[config.mk]
export PLATFORM = sky130hd
export DESIGN_NAME = duty_window_sampler
export DESIGN_NICKNAME = d
export VERILOG_FILES = /design/src/rtl/duty_pkg.sv /design/src/rtl/sample_tick_gen.sv /design/src/rtl/duty_window_sampler.sv
export SDC_FILE = /design/constraint.sdc
export NUM_CORES = 1
export LEC_CHECK = 0
export CORE_MARGIN = 8
export CORE_UTILIZATION = 50
export CTS_BUF_LIST = sky130_fd_sc_hd__clkbuf_16
export DETAILED_ROUTE_END_ITERATION = 12
export GPL_TIMING_DRIVEN = 0
export PLACE_DENSITY = 0.75
export SLEW_MARGIN = 20
export SYNTH_ARGS = -nofsm -noshare
export SYNTH_HDL_FRONTEND = slang
export SYNTH_SLANG_ARGS = --single-unit
[constraint.sdc]
create_clock -name InputClock -period 5.3 [get_ports InputClock]
set_input_delay 0.795 -clock InputClock [delete_from_list [all_inputs] [get_ports InputClock]]
set_output_delay 0.795 -clock InputClock [all_outputs]
set_load 0.05 [all_outputs]
[src/rtl/duty_pkg.sv]
// Shared types and widths for the duty-cycle measurement path.
package duty_pkg;

  localparam int COUNT_W = 8;
  localparam int SCALE_W = 32;

  typedef enum logic [1:0] {
    IDLE    = 2'd0,
    ARM     = 2'd1,
    MEASURE = 2'd2,
    LATCH   = 2'd3
  } duty_state_t;

  function automatic logic majority3(input logic [2:0] v);
    return (v[0] & v[1]) | (v[0] & v[2]) | (v[1] & v[2]);
  endfunction

endpackage

[src/rtl/sample_tick_gen.sv]
// Prescaler emitting a one-cycle Tick every CLOCK_SCALE cycles while enabled.
// Held at zero while disabled so the first Tick is always CLOCK_SCALE cycles after enabling.
module sample_tick_gen
  import duty_pkg::*;
#(
  parameter int unsigned CLOCK_SCALE = 2500
) (
  input  logic InputClock,
  input  logic Reset,
  input  logic Enable,
  output logic Tick
);

  localparam logic [SCALE_W-1:0] LAST = SCALE_W'(CLOCK_SCALE - 32'd1);

  logic [SCALE_W-1:0] count;

  assign Tick = Enable && (count == LAST);

  always_ff @(posedge InputClock or posedge Reset) begin
    if (Reset) begin
      count <= '0;
    end else if (!Enable || (count == LAST)) begin
      count <= '0;
    end else begin
      count <= count + 1'b1;
    end
  end

endmodule

[src/rtl/duty_window_sampler.sv]
// Synchronises Signal, samples it on prescaled ticks and reports high/low counts per WINDOW samples.
// Optional majority-of-three glitch filter on the samples: define DUTY_GLITCH_FILTER_EN.
module duty_window_sampler
  import duty_pkg::*;
#(
  parameter int unsigned CLOCK_SCALE = 2500,
  parameter int unsigned WINDOW      = 200
) (
  input  logic               InputClock,
  input  logic               Reset,
  input  logic               Enable,
  input  logic               Signal,
  output logic [COUNT_W-1:0] HighCount,
  output logic [COUNT_W-1:0] LowCount,
  output logic [COUNT_W-1:0] TotalCount,
  output logic               Valid,
  output logic               Busy
);

  localparam logic [COUNT_W-1:0] WINDOW_LAST = COUNT_W'(WINDOW - 32'd1);

  duty_state_t        state;
  logic [1:0]         sync;
  logic               sig_sync;
  logic               tick_en;
  logic               tick;
  logic               sample;
  logic [COUNT_W-1:0] high_acc;
  logic [COUNT_W-1:0] low_acc;
  logic [COUNT_W-1:0] sample_cnt;
  logic [COUNT_W-1:0] high_next;
  logic [COUNT_W-1:0] low_next;

  assign sig_sync = sync[1];
  assign tick_en  = Enable && (state != IDLE);

  always_ff @(posedge InputClock or posedge Reset) begin
    if (Reset) begin
      sync <= '0;
    end else begin
      sync <= {sync[0], Signal};
    end
  end

  sample_tick_gen #(
    .CLOCK_SCALE(CLOCK_SCALE)
  ) u_tick_gen (
    .InputClock(InputClock),
    .Reset     (Reset),
    .Enable    (tick_en),
    .Tick      (tick)
  );

`ifdef DUTY_GLITCH_FILTER_EN
  logic [2:0] history;
  logic [2:0] history_next;

  assign history_next = {history[1:0], sig_sync};
  assign sample       = majority3(history_next);

  always_ff @(posedge InputClock or posedge Reset) begin
    if (Reset) begin
      history <= '0;
    end else if (state == IDLE) begin
      history <= '0;
    end else if (tick) begin
      history <= history_next;
    end
  end
`else
  assign sample = sig_sync;
`endif

  assign high_next = high_acc + COUNT_W'(sample);
  assign low_next  = low_acc + COUNT_W'(!sample);

  // A tick landing in LATCH (only possible when CLOCK_SCALE is 1) starts the next window,
  // keeping the Valid period at exactly WINDOW ticks.
  always_ff @(posedge InputClock or posedge Reset) begin
    if (Reset) begin
      state      <= IDLE;
      high_acc   <= '0;
      low_acc    <= '0;
      sample_cnt <= '0;
      HighCount  <= '0;
      LowCount   <= '0;
      TotalCount <= '0;
    end else begin
      case (state)
        IDLE: begin
          high_acc   <= '0;
          low_acc    <= '0;
          sample_cnt <= '0;
          if (Enable) state <= ARM;
        end
        ARM: begin
          if (!Enable) state <= IDLE;
          else if (tick) state <= MEASURE;
        end
        MEASURE: begin
          if (!Enable) begin
            state <= IDLE;
          end else if (tick) begin
            if (sample_cnt == WINDOW_LAST) begin
              HighCount  <= high_next;
              LowCount   <= low_next;
              TotalCount <= high_next + low_next;
              state      <= LATCH;
            end else begin
              high_acc   <= high_next;
              low_acc    <= low_next;
              sample_cnt <= sample_cnt + 1'b1;
            end
          end
        end
        LATCH: begin
          high_acc   <= COUNT_W'(tick && sample);
          low_acc    <= COUNT_W'(tick && !sample);
          sample_cnt <= COUNT_W'(tick);
          state      <= Enable ? MEASURE : IDLE;
        end
        default: state <= IDLE;
      endcase
    end
  end

  assign Valid = (state == LATCH);
  assign Busy  = (state == ARM) || (state == MEASURE);

endmodule

==> results of run 1 <==
==> cell type report <==
cell class | count | share of cell area [%]
Clock inverter | 7 | 0.848
Tap cell | 108 | 2.62
Timing Repair Buffer | 30 | 6.15
Inverter | 11 | 0.848
Multi-Input combinational cell | 323 | 42.9
Clock buffer | 9 | 4.36
Buffer | 16 | 1.55
Sequential cell | 84 | 40.7
==> cells in the mapped netlist, drive strengths merged (4+ instances only) <==
cell type / count
dfrtp: 84
xor2: 31
xnor2: 16
buf: 7
nand2: 32
nor3: 4
inv: 10
and2: 5
clkbuf: 9
nand4: 12
mux2: 20
nand3: 21
o31ai: 15
a21oi: 8
nor2: 51
a31oi: 6
ha: 18
o21ai: 28
a22o: 4
and4: 4
nor4: 7
and3: 7
==> cell families after synthesis <==
group,Yosys count
buf+inv,27
fa+ha+maj,21
simple gates,158
compound gates,74
mux,23
xor+xnor,47
flops,84
==> flip-flops by register name, summed over array words and instances (netlist names) <==
register and cells:
TotalCount 8, u_tick_gen.count 32, state 2, LowCount 8, sample_cnt 8, HighCount 8, low_acc 8, sync 2
high_acc 8
==> per-stage QoR <==
step / hold WS, ns / power [mW] / instance area [um^2]
detailed placement: 0.352 / 1.14 / 4900
global route: 0.375 / 1.79 / 5170
floorplan: 0.331 / 1.01 / 4440
CTS: 0.365 / 1.72 / 5170
finish: 0.364 / 1.70 / 5170
global placement: 0.350 / 1.12 / 4870
==> per-layer routing <==
layer	vias up	global-route usage [%]	share of wire (%)	routed length [um]
li1	1623	-	-	-
met1	1677	20.4	42	4070
met2	49	29.9	53	5070
met3	14	3.43	2.9	283
met4	0	7.04	1.8	171
met5	-	0	0	0
==> worst max-delay path, stage by stage, from the launching register on <==
cell and delay (ns):
dfrtp_1 0.40, inv_1 0.09, ha_1 0.20, ha_1 0.36, ha_1 0.32, a21o_1 0.18, maj3_2 0.33, a221oi_2 0.39
a2111oi_4 0.08, or3_1 0.36, a31oi_1 0.16
==> power groups by stage <==
stage | logic (mW) | registers, mW | clock network [mW]
floorplan | 0.317 | 0.694 | 0
global placement | 0.421 | 0.700 | 0
detailed placement | 0.439 | 0.703 | 0
CTS | 0.442 | 0.692 | 0.584
global route | 0.481 | 0.697 | 0.611
finish | 0.437 | 0.692 | 0.573
==> how the worst max path moves through the flow <==
stage / startpoint / end / slack, ns / depth (start not counted)
after CTS: sync[1] / TotalCount[7] / 2.38 / 10
final: sync[1] / TotalCount[7] / 2.37 / 10
after global routing: sync[1] / TotalCount[7] / 2.19 / 10
after floorplan: Reset / HighCount[0] / 2.34 / 1
after global placement: Reset / sample_cnt[4] / 1.02 / 2
after detailed placement: sync[1] / TotalCount[7] / 2.40 / 10
==> metrics.txt, run 1 <==
highest clock rate ~340 MHz; hpwl dp about 7000 um; Avg WL per Cell around 16 um; die area ~0.012 mm^2; setup_tns 0 ns; Max VDD drop around 0.21 mV; Hold Path End sync[1]; Layout area overhead 16.3%; number of antenna violations at the first check in global routing 0; WS Path Type reg -> reg; GRT Resource Usage Total between 15 and 20%; routed wire length 9590 um; Comb power frac between 20% and 30%; critical-path maximum fanout 4; Setup violations, final 0; ys flop type dfrtp_1; DP Cell Count 572; CTS Buf Count 9; Lkg Pwr between 2 and 2.5 nW; hold-fix buffers at CTS 0; Power Dens Cells 329 mW/mm^2; cell taking the most area after synthesis dfrtp_1; Worst Max-Slew Pin Slew roughly 0.85 ns; Worst Path Required between 5 and 6 ns; fin util a little under 60%; final hold vios 0; Root Driver clkbuf_16; Rows 34; crit start category flop; Clk pwr share 33.7%; Simple-Gate Fraction of Synth Area about 18%; Antenna Cells 0; RSZ-0062 raised after global routing no; Yosys top cell area share 47.3%; Slew HR a little over two fifths; clk_lat worst skew roughly 0.34 ns; CTS tree yes; global-route wire length before repair approximately 17000 um; number of global-route vias before repair around 3500; IO Count 30; clock transition at the registers of the reported paths around 0.060 ns; RR Endpoint TotalCount[7]; syn_nets about 460; Synth Register Bits between 80 and 90; Hold Crit Depth 0; register area share after synthesis about 47%; R2R setup slack 2.37 ns; Filler cells 743; First-pass DRT Iterations 4; largest family of logic cells by synthesized area simple AND/OR/NAND/NOR gates; Core Area about 0.0087 mm^2; Port Buffers 29; Pint 1.12 mW; postcts setup bufs 0; Final min period 2.93 ns; yosys warns 0; worst hold path class reg -> reg; synthesized instance count ~430; Total Nets Final 498; register area around 0.0021 mm^2; H-tree Lvls 3; post-synthesis mux area share 5.75%; Pins Over Slew Limit 0; sequential group share of total power between 40 and 50%; via/cell ratio roughly 5.7; DR vias around 3400; Compound-Gate Fraction of Synth Area 11.2%; Reg2Reg Depth 10; HP Start sync[0]; Post-Synthesis Cell Area between 0.004 and 0.005 mm^2; largest net degree at the start of global routing 60; Iter 0 DRT Violations roughly 130; reg2reg start sync[1]; Max clock buf depth 2; adder-cell area share of the yosys netlist under 10%; # resized after CTS 0; DR DRC count 0; Async S/R FF share, synth between 90% and 100%; Synth area leaders dfrtp_1, xor2_1, ha_1, mux2_2, nor2_1; max-cap violations 0; Worst setup EP type flop; commonest non-fill, non-tap cell in the layout dfrtp_1; pre-CTS WS approximately 2.4 ns; number of synthesized flops with an enable pin 0; Yosys cell types 52; Post-Synth XOR/XNOR Area between 9 and 10%; area occupied by multi-input gates around 0.0022 mm^2; Setup WS post-layout between 2 and 2.5 ns; share of cells above drive strength 1 just over 10%; Clock Skew approximately 0.0066 ns; clock sink count between 80 and 90; Die W approximately 110 um; Syn Area/Cell about 10 um^2; period utilisation layout 55.4%; Die Y 110 um; crit path DAT 3.19 ns; most frequent cells in the layout dfrtp_1, nor2_1, nand2_1; Net Sw Power 585 uW; fin cells roughly 600; outcome finished, final reports clean; Initial Utilization around half; sw frac about a third; global route total overflow 0; Final ANT Viol Nets 0; Final Wtd Congestion 0.800
(Power assumes the default switching activity.)
==> run 2, diff against run 1 <==
- PLACE_DENSITY: 0.75 -> 0.78
- clock period: 5.3 -> 2.55 ns (I/O delays scaled with it)
==> metrics.txt, run 2 (same netlist as run 1, synthesis figures left out) <==
largest reg by FF count u_tick_gen.count; Antenna Cells 0 (unchanged); CTS tree yes; Rows 34 (unchanged); clock transition at the registers of the reported paths 0.07 ns (about the same); Hold Crit Depth 0 (unchanged); hpwl dp 7010 um (+2.0%); Power Dens Cells 700 mW/mm^2 (+110%); Layout area overhead 20.8%; Lkg Pwr 2.35 nW (+1.6%); IO Count 30 (unchanged); Worst Path Required 2.81 ns (-2.75 ns); Pins Over Slew Limit 0 (unchanged); HP Start sync[0]; Slew HR 45.3% (+2.5 points); Max VDD drop 0.470 mV (+130%); clk_lat worst skew 0.33 ns (about the same); DR DRC count 0 (unchanged); Core Area 0.00868 mm^2 (unchanged); worst hold path class reg -> reg; Iter 0 DRT Violations 124 (-6.1%); RR Endpoint TotalCount[7]; Die W 110 um (unchanged); die area 0.0122 mm^2 (unchanged); H-tree Lvls 3 (unchanged); Setup WS post-layout -0.0139 ns (-2.38 ns); Initial Utilization 51.2% (unchanged); share of cells above drive strength 1 14.3% (+4.0 points); Total Nets Final 502 (+0.80%); routed wire length 10100 um (+5.0%); global route total overflow 0 (unchanged); Max clock buf depth 2 (unchanged); largest net degree at the start of global routing 47 (-22%); via/cell ratio 5.84 (+2.0%); final hold vios 0 (unchanged); register area 0.00210 mm^2 (about the same); outcome complete, but fails checks; First-pass DRT Iterations 4 (unchanged); DR vias 3455 (+2.7%); critical-path maximum fanout 4 (unchanged); clock sink count 84 (unchanged); Reg2Reg Depth 9 (-1); crit start category flop; Root Driver clkbuf_16; R2R setup slack -0.01 ns (-2.38 ns); CTS Buf Count 9 (unchanged); RSZ-0062 raised after global routing yes; Worst Max-Slew Pin Slew 0.814 ns (-0.0378 ns); Clock Skew 0.00849 ns (+0.00188 ns); WS Path Type reg -> reg; Pwr Total 3.76 mW (+120%); commonest non-fill, non-tap cell in the layout dfrtp_1; Avg WL per Cell 17.0 um (+4.3%); number of global-route vias before repair 3581 (+2.8%); Final ANT Viol Nets 0 (unchanged); Final min period 2.56 ns (-0.371 ns); Hold Path End sync[1]; Setup violations, final 1 (+1); hold-fix buffers at CTS 0 (unchanged); Die Y 110 um (unchanged); Filler cells 696 (-6.3%); GRT Resource Usage Total 17.4% (+0.18 points); Port Buffers 29 (unchanged); highest clock rate 390 MHz (+14%); max reg flops 32 (unchanged); crit path DAT 2.82 ns (-0.37 ns); max-cap violations 0 (unchanged); most frequent cells in the layout dfrtp_1, nor2_1, nand2_1; Final Wtd Congestion 0.803 (+0.44%); failing checks negative setup slack; pre-CTS WS -0.181 ns (-2.58 ns); Worst setup EP type flop; area occupied by multi-input gates 0.00233 mm^2 (+5.2%); reg2reg start sync[1]; number of antenna violations at the first check in global routing 0 (unchanged); global-route wire length before repair 16800 um (+1.1%); period utilisation layout 101% (+45 points)
==> run 2: changes by cell type in the layout (fill, tap and decap cells not counted), sizes merged <==
cell	change
buf	+5
bufinv	+2
clkbuf	-1
clkinvlp	-2
==> run 2: worst max-delay path, stage by stage (launching register included) <==
cell and delay (ns):
dfrtp_1 0.41, ha_2 0.20, ha_4 0.31, ha_4 0.20
a21o_1 0.19, maj3_2 0.34, a221oi_4 0.30, a2111oi_4 0.06
or3_1 0.32, a31oi_1 0.16
==> run 2: what timing repair did <==
action                                  4_1_cts  5_1_grt
hold endpoints to repair                      0        0
endpoints found under the setup margin       25       42
resized for setup                             6       12
pin swaps                                    10        2
setup buffers                                 3        2
==> run 2: power breakdown <==
part | internal, mW | total, mW | switching (mW)
clock network | 0.848 | 1.37 | 0.525
registers | 1.38 | 1.45 | 0.0647
logic | 0.308 | 0.939 | 0.631
==> run 2: metrics by stage <==
| stage | TNS (ns) | hold slack, ns | utilization, % | cell area (um^2) | std cells |
|---|---|---|---|---|---|
| global placement | -108.11 | 0.353 | 56.7 | 4920 | 571 |
| global route | -0.323 | 0.392 | 61.8 | 5360 | 592 |
| detailed placement | -1.09 | 0.364 | 57.0 | 4950 | 572 |
| floorplan | 0 | 0.331 | - | 4490 | 434 |
| finish | -0.0139 | 0.381 | 61.8 | 5360 | 592 |
| CTS | -0.0681 | 0.382 | 61.1 | 5310 | 590 |
==> run 2: area by class of cell <==
type / count / share of cell area, %
repair buffers: 35 / 6.62
plain buffers: 15 / 1.54
inverters: 11 / 0.816
flip-flops and latches: 84 / 39.2
multi-input cells: 323 / 43.5
well taps: 108 / 2.52
clock buffers: 9 / 4.20
clock inverters: 7 / 1.56
==> run 2: worst max path at each step <==
stage,start,end,slack (ns)
2_1_floorplan,Reset,HighCount[0],0.002
3_3_place_gp,Reset,sample_cnt[4],-1.29
3_5_place_dp,sync[1],TotalCount[6],-0.18
4_1_cts,sync[1],TotalCount[7],-0.03
5_1_grt,sync[1],TotalCount[7],-0.17
6_report,sync[1],TotalCount[7],-0.01
==> run 2: metal layers <==
metal | share of wire (%) | global-route usage [%] | up-vias
li1 | - | - | 1647
met1 | 41 | 19.5 | 1732
met2 | 54 | 31.7 | 66
met3 | 3.7 | 3.72 | 10
met4 | 1.2 | 6.37 | 0
met5 | 0 | 0 | -
==> run 3, diff against run 2 <==
- CORE_UTILIZATION: 50 -> 53
- PLACE_DENSITY: 0.78 -> 0.82
==> metrics.txt, run 3 (same netlist as run 1, synthesis figures left out) <==
outcome complete, but fails checks; failing checks negative setup slack; GRT busiest layer met2; Worst Path Required 2.81 ns (about the same); global-route wire length before repair 17300 um (+3.2%); hold-fix buffers at CTS 0 (unchanged); Lkg Pwr 2.38 nW (+1.5%); register area 0.00210 mm^2 (about the same); via/cell ratio 5.84 (about the same); crit path DAT 2.87 ns (+0.05 ns); fin area 0.00541 mm^2 (+0.91%); number of antenna violations at the first check in global routing 0 (unchanged); number of global-route vias before repair 3641 (+1.7%); Final ANT Viol Nets 0 (unchanged); fin util 66.2% (+4.4 points); Setup WS post-layout -0.0575 ns (-0.0436 ns); placed instance area 0.00494 mm^2 (about the same); RSZ-0062 raised after global routing yes; max-cap violations 0 (unchanged); Max VDD drop 0.442 mV (-5.8%); die area 0.0116 mm^2 (-4.8%); Pwr Total 3.75 mW (-0.28%); Root Driver clkbuf_16; Slew HR 40.9% (-4.4 points); First-pass DRT Iterations 4 (unchanged); final hold slack 0.368 ns (-0.0123 ns); Die W 108 um (-2.5%); clock sink count 84 (unchanged); met3 usage 4.31% (+0.59 points); Rows 33 (-2.9%); DR vias 3475 (+0.58%); DP Cell Count 569 (-0.52%); critical-path maximum fanout 4 (unchanged); setup_tns -0.0575 ns (-0.0436 ns); max reg flops 32 (unchanged); DR DRC count 0 (unchanged); Initial Utilization 54.3% (+3.1 points); Die Y 108 um (-2.5%); worst hold path class reg -> reg; period utilisation layout 102% (+1.7 points); Power Dens Cells 692 mW/mm^2 (-1.2%); routed wire length 10200 um (+1.4%); pre-CTS WS -0.173 ns (+0.00885 ns); commonest non-fill, non-tap cell in the layout dfrtp_1; Max clock buf depth 2 (unchanged); area occupied by multi-input gates 0.00234 mm^2 (+0.32%); largest reg by FF count u_tick_gen.count; Final Wtd Congestion 0.799 (-0.52%); Layout area overhead 21.9%; Setup violations, final 1 (unchanged); Worst Max-Slew Pin Slew 0.879 ns (+0.0655 ns); crit start category flop; CTS tree yes; global route total overflow 0 (unchanged); Port Buffers 29 (unchanged); Avg WL per Cell 17.2 um (+0.92%); highest clock rate 384 MHz (-1.7%); Final min period 2.61 ns (+0.0436 ns); CTS Buf Count 9 (unchanged); largest net degree at the start of global routing 59 (+26%); Clock Skew 0.0115 ns (+0.00302 ns); share of cells above drive strength 1 16.3% (+2.1 points); met1 usage 21.0% (+1.5 points); Iter 0 DRT Violations 150 (+21%); clock transition at the registers of the reported paths 0.07 ns (about the same); hpwl dp 6910 um (-1.4%); final hold vios 0 (unchanged); Filler cells 598 (-14%); Worst setup EP type flop; GRT Resource Usage Total 18.5% (+1.1 points); most frequent cells in the layout dfrtp_1, nor2_1, nand2_1; IO Count 30 (unchanged); Antenna Cells 0 (unchanged); WS Path Type reg -> reg; Pins Over Slew Limit 0 (unchanged); Total Nets Final 508 (+1.2%); M2 GR Usage 33.2% (+1.5 points); Core Area 0.00818 mm^2 (-5.8%); clk_lat worst skew 0.34 ns (about the same); fin cells 595 (+0.51%); H-tree Lvls 3 (unchanged)
==> run 3: final timing paths <==
path / startpoint / end / slack [ns] / cells after the start
hold / removal: sync[0] / sync[1] / 0.37 / 0
setup / recovery: sync[1] / TotalCount[7] / -0.06 / 10
setup reg to reg: sync[1] / TotalCount[7] / -0.06 / 10
max in group asynchronous: Reset / u_tick_gen.count[0] / 1.53 / 3
hold reg to reg: sync[0] / sync[1] / 0.37 / 0
min in group asynchronous: Reset / u_tick_gen.count[22] / 0.40 / 2
==> run 3: final cells by class <==
type,instances,area share [%]
multi-input combinational,323,43.3
inverter,11,0.809
buffer,15,1.64
clock inverter,7,1.41
timing repair buffer,41,7.40
sequential,84,38.9
tap,105,2.43
clock buffer,9,4.16
==> run 3: critical path, stage by stage, from the launching register on <==
cell and delay (ns):
dfrtp_2 0.43, inv_2 0.07, ha_4 0.16, ha_4 0.29, ha_4 0.20, a21o_1 0.16, maj3_2 0.35, a221oi_4 0.34
a2111oi_4 0.06, or3_1 0.32, a31oi_1 0.16
==> run 3: repair_timing <==
item,4_1_cts,5_1_grt
gates cloned,0,0
buffers inserted,6,5
gates resized for setup,9,15
pin swaps,10,6
setup endpoints to repair,22,44
==> run 3: layer usage <==
layer  part of all wire, %  routed length, um
met5                     0                  0
met4                   2.2                225
met3                   3.1                316
met2                    54               5480
met1                    41               4200
==> run 3: report_power, final <==
group	switching [mW]	internal [mW]
sequential	0.0643	1.38
clock	0.548	0.767
combinational	0.652	0.335
